## config.mk

```make
export PLATFORM = sky130hd
export DESIGN_NAME = if_fetch_unit
export DESIGN_NICKNAME = d
export VERILOG_FILES = /design/src/rtl/if_fetch_unit.sv
export SDC_FILE = /design/constraint.sdc
export NUM_CORES = 1
export LEC_CHECK = 0
export BUFFER_PORTS_ARGS = -buffer_cell sky130_fd_sc_hd__buf_2
export CAP_MARGIN = 20
export CORE_UTILIZATION = 62
export CTS_BUF_LIST = sky130_fd_sc_hd__clkbuf_4 sky130_fd_sc_hd__clkbuf_8
export CTS_CLUSTER_DIAMETER = 80
export DETAILED_ROUTE_END_ITERATION = 8
export PLACE_DENSITY = 0.88
export REMOVE_ABC_BUFFERS = 1
export SLEW_MARGIN = 0
export SYNTH_ARGS = -nofsm -noshare
export SYNTH_HDL_FRONTEND = slang
export SYNTH_SLANG_ARGS = --single-unit
```

## constraint.sdc

```tcl
create_clock -name clk -period 13.65 [get_ports clk]
set_input_delay 2.73 -clock clk [delete_from_list [all_inputs] [get_ports clk]]
set_output_delay 2.73 -clock clk [all_outputs]
set_load 0.05 [all_outputs]
```

## src/rtl/if_fetch_unit.sv

```systemverilog
// if_fetch_unit
//
// Instruction fetch front end. It issues sequential 64-bit-aligned fetch
// requests to instruction memory and keeps a small prefetch queue of returned
// words. The queue head is presented to the IF/ID register.
//
// The unit uses credit-based flow control. A request is issued only when its
// response is guaranteed a queue slot: pending + queue_count < DEPTH.
//
// A redirect does three things:
//   - flushes the queue;
//   - marks every still-outstanding response as stale, so it is discarded;
//   - restarts fetching at the redirect target.
//
// Parameters
//   RESET_PC  first fetch address after reset
//   DEPTH     number of prefetch queue entries
//
// Ports
//   clk             rising-edge clock
//   reset           synchronous, active-low reset
//   imem_req        fetch request valid
//   imem_addr       fetch byte address
//   imem_ready      memory accepts the request this cycle
//   imem_valid      in-order response valid
//   imem_rdata      response instruction word
//   redirect_valid  branch/jump redirect strobe
//   redirect_pc     redirect target address
//   halt            stop issuing new fetches
//   stall           IF/ID register is not writing this cycle
//   instr_valid     instr_out/pc_out hold a valid instruction
//   instr_out       instruction at the queue head
//   pc_out          address of instr_out

module if_fetch_unit #(
    parameter logic [63:0] RESET_PC = 64'h0,
    parameter int          DEPTH    = 2
) (
    input  logic        clk,
    input  logic        reset,
    output logic        imem_req,
    output logic [63:0] imem_addr,
    input  logic        imem_ready,
    input  logic        imem_valid,
    input  logic [63:0] imem_rdata,
    input  logic        redirect_valid,
    input  logic [63:0] redirect_pc,
    input  logic        halt,
    input  logic        stall,
    output logic        instr_valid,
    output logic [63:0] instr_out,
    output logic [63:0] pc_out
);

    localparam int CNT_W = $clog2(DEPTH + 1);
    localparam int PTR_W = (DEPTH > 1) ? $clog2(DEPTH) : 1;

    typedef enum logic [1:0] {BOOT, FETCH, HALT} state_t;

    state_t state, state_next;

    logic [63:0]      fetch_pc;
    logic [63:0]      resp_pc;
    logic [CNT_W-1:0] pending;
    logic [CNT_W-1:0] drop;
    logic [CNT_W-1:0] q_count;
    logic [PTR_W-1:0] q_head;
    logic [PTR_W-1:0] q_tail;
    logic [63:0]      q_instr [DEPTH];
    logic [63:0]      q_pc    [DEPTH];

    logic credit_ok;
    logic issue;
    logic push;
    logic pop;

    // Pointers wrap explicitly, so DEPTH need not be a power of two.
    function automatic logic [PTR_W-1:0] next_ptr(input logic [PTR_W-1:0] p);
        return (p == PTR_W'(DEPTH - 1)) ? '0 : p + PTR_W'(1);
    endfunction

    // Every in-flight response must already own a queue slot.
    assign credit_ok = ({1'b0, pending} + {1'b0, q_count}) < (CNT_W + 1)'(DEPTH);
    assign issue     = imem_req && imem_ready;

    // A response is pushed only if it is not stale and no redirect is
    // flushing the queue in the same cycle.
    assign push = imem_valid && (drop == '0) && !redirect_valid;
    assign pop  = instr_valid && !stall && !redirect_valid;

    always_ff @(posedge clk) begin
        if (!reset) begin
            state <= BOOT;
        end else begin
            state <= state_next;
        end
    end

    always_comb begin
        state_next = state;
        case (state)
            BOOT:    state_next = FETCH;
            FETCH:   if (halt) state_next = HALT;
            HALT:    if (!halt) state_next = FETCH;
            default: state_next = BOOT;
        endcase
    end

    // The reset input gates the outputs so they read zero while reset is held.
    always_comb begin
        imem_req    = reset && (state == FETCH) && !halt && !redirect_valid && credit_ok;
        imem_addr   = fetch_pc;
        instr_valid = reset && (q_count != '0);
        instr_out   = '0;
        pc_out      = '0;
        if (instr_valid) begin
            instr_out = q_instr[q_head];
            pc_out    = q_pc[q_head];
        end
    end

    // resp_pc is the address of the next non-stale response. Responses come
    // back in request order, and non-stale requests were issued sequentially
    // from the last redirect target (or RESET_PC).
    always_ff @(posedge clk) begin
        if (!reset) begin
            fetch_pc <= RESET_PC;
            resp_pc  <= RESET_PC;
            pending  <= '0;
            drop     <= '0;
            q_head   <= '0;
            q_tail   <= '0;
            q_count  <= '0;
        end else begin
            pending <= pending + CNT_W'(issue) - CNT_W'(imem_valid);
            if (redirect_valid) begin
                fetch_pc <= redirect_pc;
                resp_pc  <= redirect_pc;
                drop     <= pending - CNT_W'(imem_valid);
                q_head   <= '0;
                q_tail   <= '0;
                q_count  <= '0;
            end else begin
                if (issue) begin
                    fetch_pc <= fetch_pc + 64'd8;
                end
                if (imem_valid && (drop != '0)) begin
                    drop <= drop - CNT_W'(1);
                end
                if (push) begin
                    q_tail  <= next_ptr(q_tail);
                    resp_pc <= resp_pc + 64'd8;
                end
                if (pop) begin
                    q_head <= next_ptr(q_head);
                end
                case ({push, pop})
                    2'b10:   q_count <= q_count + CNT_W'(1);
                    2'b01:   q_count <= q_count - CNT_W'(1);
                    default: q_count <= q_count;
                endcase
            end
        end
    end

    // Queue storage needs no reset; the outputs are masked whenever the queue is empty.
    always_ff @(posedge clk) begin
        if (reset && push) begin
            q_instr[q_tail] <= imem_rdata;
            q_pc[q_tail]    <= resp_pc;
        end
    end

    // The credit rule makes both of these conditions unreachable.
    always_ff @(posedge clk) begin
        if (reset) begin
            assert (!(push && (q_count == CNT_W'(DEPTH))));
            assert (!(imem_valid && (pending == '0)));
        end
    end

endmodule

```

# Word-level counts from Yosys, hierarchy flattened
# Memory sizes are Yosys's and may differ from the RTL's. A register that Yosys moved wholly into a read port is not among the register bits.
# Cells that the tools add are included.
# word_totals
mem_bits_rw,256
reg_bits,138
output_inout_bits,194
n_memories,2
wordCells,74
inputBits,135
# memory_table
memory,depth,word_bits,rd,rd_clocked_by_memory_dff,wr,line_no,text
q_instr,2,64,1,1,1,69,logic [63:0] q_instr [DEPTH];
q_pc,2,64,1,1,1,70,logic [63:0] q_pc [DEPTH];
# classes
bitwise,1
order_cmp,1
n_eq_ne,6
reduce_logical,25
n_mux,20
add_sub_neg,11
# ops
operator,count
64-bit 2-to-1 mux,6
"64-bit by 4-bit adder with 64-bit output, second input constant",2
1-bit logical AND,12
2-bit nonzero test,6
1-bit 2-to-1 mux,8
2-bit 2-to-1 mux,4
2-bit case mux with 3 select lines,1
"2-bit by 1-bit equality test with 1-bit output, second input constant",2
"2-bit equality test, second input constant",2
2-bit logical NOT,2
"2-bit != test, second input constant",2
2-bit case mux with 2 select lines,1
2-bit by 1-bit subtractor with 2-bit output,2
"2-bit by 1-bit subtractor with 2-bit output, second input constant",2
2-bit by 2-bit adder with 3-bit output,1
1-bit logical NOT,3
"3-bit by 2-bit less-than comparator with 1-bit output, second input constant",1
"1-bit adder, second input constant",2
2-bit by 1-bit adder with 2-bit output,1
"2-bit by 1-bit adder with 2-bit output, second input constant",1
2-bit AND reduction,1
2-bit OR reduction,1
1-bit NOT,1

# Longest topological paths before layout
# Gate-level depths: netlist of run 1.
# logic_depth
depth_word,8
ltp_mapped,10
depth_no_buf,9

# Worst setup path before layout of run 1
# Ideal clock, no wire load.
# synth_path
path_kind,input-to-reg
startpoint,input port redirect_valid
endpoint,"memory q_instr[0][0], enable pin"
arrival_ps,8455
n_path_buf,1
path_stages,3
path_slack_ps,4578
setup_time_ps,617
required_time_ps,13033
cell_sequence,clkbuf_1 -> nand4b_1 -> nor2_1
# synth_via
elab_chain_len,5
# synth_rtl
item,line_no,text
from (decl),46,"input logic redirect_valid,"
1-bit logical NOT,88,assign push = imem_valid && (drop == '0) && !redirect_valid;
1-bit logical AND,88,
1-bit logical AND,168,if (reset && push) begin
1-bit 2-to-1 mux,168,
1-bit 2-to-1 mux (not written as such),169,q_instr[q_tail] <= imem_rdata;
to (decl),69,
# Every way passes these cells.

# Worst setup path after layout of run 1
# layout_path
startpoint,input port reset
endpoint,output port imem_req
# layout_via
elab_chain_len,4
# layout_rtl
item,line_no,text
from (decl),40,"input logic reset,"
1-bit logical AND (4 in series),111,imem_req = reset && (state == FETCH) && !halt && !redirect_valid && credit_ok;
to (decl),41,"output logic imem_req,"
# Every way passes these cells.

==> results of run 1 <==
-- worst max-delay path, cell delays in order --
cell	delay [ns]
buf_2	0.48
buf_4	0.47
nand2b_1	0.33
nor4_1	0.33
buf_2	0.32
-- power groups by stage --
stage          registers [mW]  logic [mW]  clock network, mW
2_1_floorplan            1.42       0.100                  0
3_3_place_gp             1.39       0.207                  0
3_5_place_dp             1.39       0.213                  0
4_1_cts                  1.37       0.215               1.05
5_1_grt                  1.37       0.231               1.10
6_report                 1.37       0.216               1.04
-- Yosys cell counts (2+ instances only) --
cell type    n  area (um2)
edfxtp_1   256        7687
nor2_1     172       645.6
dfxtp_1    139        2783
mux2i_1    131        1311
o21ai_0     81       405.4
a21oi_1     78       390.4
nand2_1     77       289.0
clkbuf_1    67       251.5
xnor2_1     50       437.9
nand4_1     46       287.8
nand3_1     44       220.2
nor3_1      41       205.2
a31oi_1     33       206.5
nor4_1      29       181.4
or4_1       27       202.7
xor2_1      22       192.7
o31ai_1     21       157.7
or3_1       20       125.1
and3_1      19       118.9
inv_1       19       71.32
and4_1      18       157.7
a211oi_1    11       82.58
buf_1       11       41.29
nor3b_1      8       60.06
and2_1       7       43.79
ha_1         7       87.58
nor4b_1      6       52.55
buf_2        4       20.02
o311a_1      4       40.04
o31a_1       4       35.03
or2_2        4       25.02
a311oi_1     3       26.28
nand2b_1     3       18.77
a211o_1      2       17.52
a221oi_1     2       17.52
nand3b_1     2       15.01
nor2b_1      2       12.51
o21a_1       2       15.01
or3b_1       2       17.52
or4_4        2       22.52
-- how the worst max path moves through the flow --
stage                   to  depth (start not counted)  slack, ns
6_report          imem_req                          5       6.25
5_1_grt           imem_req                          5       6.11
4_1_cts           imem_req                          5       6.31
3_5_place_dp      imem_req                          5       6.33
3_3_place_gp      imem_req                          5       6.34
2_1_floorplan  instr_valid                          2       1.85
-- flip-flops by register name, indices dropped and copies added, names as in the netlist, named ones only --
name       count
pending        2
q_count        2
q_tail         1
q_pc         128
resp_pc       64
drop           2
state          2
imem_addr     64
q_head         1
q_instr      128
-- metal layers --
metal / part of all wire / vias up
met5: 0.00063 / -
met4: 0.033 / 4
met3: 0.099 / 124
met2: 0.47 / 788
met1: 0.39 / 6459
li1: - / 6259
-- layout make-up --
type,count,share of cell area
Sequential cell,395,0.5155
Multi-Input combinational cell,993,0.3087
Timing Repair Buffer,341,0.08560
Clock buffer,93,0.05653
Tap cell,341,0.02100
Clock inverter,21,0.008437
Inverter,19,0.003633
Antenna cell,5,0.0006158
-- logic make-up (layout without fill, tap and decap cells) --
kind of cell	Yosys count	in the layout	share of synthesized area
simple gates	536	536	0.1614
flops	395	395	0.6120
compound gates	245	245	0.08352
mux	131	131	0.07664
buf+inv	102	474	0.02274
xor+xnor	72	72	0.03686
fa+ha+maj	9	9	0.006874
other cells	0	5	0
-- stage by stage --
step	instances	cell area (um2)	utilization	total power, mW
6_report	2208	20320	0.7518	2.620
5_1_grt	2206	20310	0.7516	2.700
4_1_cts	2203	20300	0.7513	2.627
3_5_place_dp	2089	18980	0.7025	1.603
3_3_place_gp	2089	18980	0.7025	1.594
2_1_floorplan	1407	16790	-	1.522
==> impl_metrics.py, run 1 <==
metrics = {
    "drt": {
        "first_pass_iters": 5,
        "routed_wirelength_mm": 44.35,
        "drt-vias-per-instance": 6.175,
        "wire_per_inst_um": 20.09,
        "vias": 13630,
        "drt_iter0_drc": 1288,
        "ant_nets": 0,
        "drc_errors": 0,
    },
    "logic_synthesis": {
        "async_flop_share": 0,
        "synth-seq-cells": 395,
        "ys_warn_count": 0,
        "seq_area_frac_synth": 0.6120,
        "avgSynthCellArea_um2": 11.48,
        "ys_dominant_reg_cell": "edfxtp_1",
        "synth_edf_count": 256,
        "synth_area_mm2": 0.01711,
        "syn_inst": 1490,
        "ys_types": 54,
    },
    "sta": {
        "rsz0062_at_grt": "false",
        "fin_ws_ns": 6.255,
        "hold_violations": 0,
        "finalHoldWorstSlack_ns": 0.4446,
        "fin_skew_ns": 0.02731,
        "worstMarginPinSlew_ns": 1.075,
        "finalCriticalPeriod_ns": 7.395,
        "tns_ns": 0,
        "clock.fmax_mhz": 135.2,
        "drv_slew": 0,
        "maxSlewHeadroom": 0.2835,
        "fin_crit_sh": 0.5418,
        "setup_viol": 0,
    },
    "setup_path": {
        "r2r_start": "q_count[0]",
        "critPathLaunchType": "primary input",
        "reg2reg_to": "imem_addr[42]",
        "ff2ff_setup_slack_ns": 9.99,
        "crit_start": "reset",
        "crit_fanout": 43,
        "crit_type": "in -> out",
        "reg2reg_depth": 7,
        "crit_arrival_ns": 4.67,
        "end_kind": "output pin",
        "worstPathRequired_ns": 10.92,
    },
    "pwr": {
        "pwr-share-comb": 0.082,
        "p_sw_mw": 0.6425,
        "power_density_mw_per_mm2": 128.9,
        "pwr-share-clk": 0.396,
        "swShare": 0.2452,
        "peakVddDrop_mv": 0.07777,
        "internal_power_mw": 1.977,
        "p_leak_nw": 7.287,
        "pwr-share-seq": 0.522,
    },
    "placed_design": {
        "port-buffer-count": 328,
        "place_ws_ns": 6.325,
        "gp_congestion": 0.9205,
        "dpl.hpwl_mm": 30.36,
    },
    "layout": {
        "nFillCells": 1737,
        "drive_gt1_frac": 0.2465,
        "layout_commonest_cell": "buf_2",
        "regArea_mm2": 0.01047,
        "final_cell_mix": "buf_2, edfxtp_1, nor2_1, dfxtp_1, mux2i_1",
        "multi_input_area_mm2": 0.006271,
        "area_delta_synth_final_pct": 18.75,
        "final_nets": 1953,
    },
    "grt": {
        "grt_antenna_before_repair": 5,
        "grt_overflow_total": 0,
        "grt_max_degree": 102,
        "met1_usage": 0.4022,
        "use_met2": 0.4976,
        "grt_pass1_wl_mm": 67.86,
        "grt_pass1_vias": 12970,
        "grt.total_usage": 0.3061,
        "top_usage_layer": "met2",
        "globalRouteMet3Util": 0.06465,
    },
    "floorplan": {
        "start_util": 0.6331,
        "die_area_mm2": 0.02826,
        "die_w_um": 168.1,
        "rows": 60,
        "die_height_um": 168.1,
        "num_io_pins": 329,
        "core_mm2": 0.02703,
    },
    "worst_hold_path": {
        "hold_depth": 0,
        "hold_end": "q_pc[0][1]",
        "min-delay-path-class": "reg -> reg",
        "min_from": "resp_pc[1]",
    },
    "job": {
        "maxCapViolCount": 0,
    },
    "clock_network": {
        "h-tree-depth": 2,
        "hold_buffers": 0,
        "clock_path_buffers": 3,
        "clk_pin_slew_worst_paths_ns": 0.06,
        "cts_buffers": 60,
        "cts_tree": "done",
        "root_buffer": "clkbuf_8",
        "insertion_delay_ns": 0.60,
        "post_cts_buffers": 0,
        "cts.sinks": 395,
        "cts_resized": 0,
    },
    "run_status": {
        "status": "complete, no violations",
    },
}
No activity file was read; power rests on OpenSTA's default activity.
==> run 2: changes to the inputs <==
- ABC_AREA: not set -> 1
- CORE_UTILIZATION: 62 -> 53
- PLACE_DENSITY: 0.88 -> 0.79
- clock period: 13.65 -> 6.36 ns (I/O delays scaled with it)
==> run 2 against run 1 <==
Area after synthesis up 17%. Combinational power up 150%. Worst hold slack better by 0.022 ns. Routed wire length increased by 31%. Sequential power rose by 110%. Synthesized cell count rose by 56%. Critical path depth is 2 higher. Critical path type unchanged. Largest power group unchanged. Highest routed layer unchanged.
==> impl_metrics.py, run 2 <==
metrics = {
    "run_status": {
        "status": "complete, no violations",
    },
    "floorplan": {
        "rows": 70,
        "die_w_um": 196.2,
        "num_io_pins": 329,
        "start_util": 0.5422,
        "die_height_um": 196.2,
        "core_mm2": 0.03687,
        "die_area_mm2": 0.03851,
    },
    "drt": {
        "ant_nets": 0,
        "vias": 17070,
        "drt_iter0_drc": 1447,
        "drt-vias-per-instance": 5.307,
        "first_pass_iters": 6,
        "routed_wirelength_mm": 58.21,
        "wire_per_inst_um": 18.10,
        "drc_errors": 0,
    },
    "pwr": {
        "total_power_mw": 5.873,
        "p_leak_nw": 9.990,
        "peakVddDrop_mv": 0.1237,
        "power_density_mw_per_mm2": 249.9,
    },
    "setup_path": {
        "critPathLaunchType": "primary input",
        "crit_type": "in -> out",
        "slowest_stage": "a21oi_4",
        "worstPathRequired_ns": 5.09,
        "critPathMaxStageDelay_ns": 0.47,
        "end_kind": "output pin",
        "crit_chain": "buf_2 -> inv_2 -> a21oi_4 -> buf_12 -> nand2_1 -> inv_1 -> buf_2",
        "cp.buffers_inverters": 5,
        "path_delay_family": "buffers and inverters",
        "critPathMostFrequentCell": "buf_2",
        "crit_fanout": 114,
        "crit_arrival_ns": 3.31,
    },
    "sta": {
        "maxSlewHeadroom": 0.3302,
        "drv_slew": 0,
        "fin_skew_ns": 0.02749,
        "setup_viol": 0,
        "clock.fmax_mhz": 218.3,
        "worstMarginPinSlew_ns": 1.005,
        "hold_violations": 0,
        "finalCriticalPeriod_ns": 4.582,
        "tns_ns": 0,
        "fin_ws_ns": 1.778,
        "rsz0062_at_grt": "false",
        "finalHoldWorstSlack_ns": 0.4663,
        "fin_crit_sh": 0.7204,
    },
    "logic_synthesis": {
        "synthAdderAreaFrac": 0.005382,
        "ys_top_cells_by_count": "nand2_1, inv_1, nor2_1",
        "yosysTopAreaCell": "edfxtp_1",
        "synth_area_mm2": 0.01999,
        "synth_top_family_by_area": "simple AND/OR/NAND/NOR gates",
        "async_flop_share": 0,
        "avgSynthCellArea_um2": 8.603,
        "ys_types": 42,
        "synth.most_common_cell": "nand2_1",
        "ys_warn_count": 0,
        "ys_dominant_reg_cell": "edfxtp_1",
        "synthSimpleGateAreaFrac": 0.2200,
        "muxShareOfSynthArea": 0.07209,
        "syn_inst": 2324,
        "synth-seq-cells": 395,
        "seq_area_frac_synth": 0.5237,
        "synth_compound_area_frac": 0.07090,
        "synth_top_area_share": 0.3845,
        "synth.top_cells.by_area": "edfxtp_1, dfxtp_1, nand2_1",
        "synthXorXnorAreaFrac": 0.02716,
        "synth_edf_count": 256,
    },
    "clock_network": {
        "cts_buffers": 67,
        "root_buffer": "clkbuf_8",
        "hold_buffers": 0,
        "cts_tree": "done",
        "insertion_delay_ns": 0.60,
        "cts.sinks": 395,
        "cts_resized": 0,
        "clk_pin_slew_worst_paths_ns": 0.06,
        "h-tree-depth": 3,
        "post_cts_buffers": 0,
        "clock_path_buffers": 3,
    },
    "layout": {
        "utilization": 0.6374,
        "fin_cells": 3216,
        "design_area_mm2": 0.02350,
        "final_nets": 2802,
        "area_delta_synth_final_pct": 17.55,
        "layout_commonest_cell": "nand2_1",
        "final_cell_mix": "nand2_1, inv_1, buf_2, nor2_1, edfxtp_1",
        "drive_gt1_frac": 0.2394,
        "reg_top3": "q_instr: 128 flops, q_pc: 128 flops",
    },
    "placed_design": {
        "placedCellCount": 3094,
        "port-buffer-count": 328,
        "gp_congestion": 0.9506,
        "place_ws_ns": 1.819,
        "placed_area_mm2": 0.02208,
        "dpl.hpwl_mm": 42.07,
    },
    "grt": {
        "grt_max_degree": 129,
        "grt.total_usage": 0.3024,
        "top_usage_layer": "met2",
        "grt_pass1_vias": 16420,
        "grt_overflow_total": 0,
        "use_met2": 0.4788,
        "grt_pass1_wl_mm": 89.88,
        "met1_usage": 0.4072,
        "globalRouteMet3Util": 0.05157,
        "grt_antenna_before_repair": 2,
    },
    "job": {
        "maxCapViolCount": 0,
    },
    "worst_hold_path": {
        "min-delay-path-class": "reg -> reg",
    },
}
==> run 2: cell count changes in the layout (fill, tap and decap cells not counted), sizes merged, moves of 31 or more <==
cell	before	now
inv	20	343
mux2	0	128
mux2i	131	0
nand2	77	651
nor2	172	286
o21ai	81	127
xnor2	50	9
xor2	22	53
==> run 2: worst register-to-register path, cell delays in order, from the launching register on <==
cell	delay (ns)
dfxtp_1	0.32
inv_1	0.05
ha_1	0.20
nand2_1	0.50
inv_2	0.23
nor2_2	0.13
buf_4	0.30
inv_2	0.35
o21ai_0	0.75
a21oi_1	0.07
==> run 2: area by class of cell <==
type	count	area, um2
fillers	3119	13370
flip-flops and latches	395	10470
multi-input cells	1515	7935
repair buffers	338	1754
inverters	342	1284
clock buffers	103	1249
well taps	504	630.6
clock inverters	18	173.9
diodes	1	2.502
==> run 2: where the power goes <==
group / internal (mW) / switching (mW)
Clock: 1.38 / 1.02
Sequential: 2.82 / 0.110
Combinational: 0.158 / 0.378
Total: 4.36 / 1.51
==> run 2: kinds of logic (layout without fill, tap and decap cells) <==
family	count (synthesis)	count (layout)
buffers and inverters	414	801
DFF	395	395
and+or+nand+nor	1046	1046
other	0	1
muxes	128	128
adders and majority gates	8	8
xor gates and xnor gates	62	62
AOI/OAI and AO/OA	271	271
==> run 2: path summary, 6_finish.rpt <==
kind                            cells after the start  slack (ns)         start      endpoint
worst max register to register                      9        3.30       drop[0]   resp_pc[43]
worst min-delay path                                2        0.47  imem_addr[0]  imem_addr[0]
worst min register to register                      2        0.47  imem_addr[0]  imem_addr[0]
worst max-delay path                                7        1.78         reset    pc_out[16]
==> run 2: layer usage <==
layer  vias up  share of wire
li1       8152              -
met1      8011           0.42
met2       790           0.46
met3       112          0.084
met4         2          0.037
met5         -        0.00022
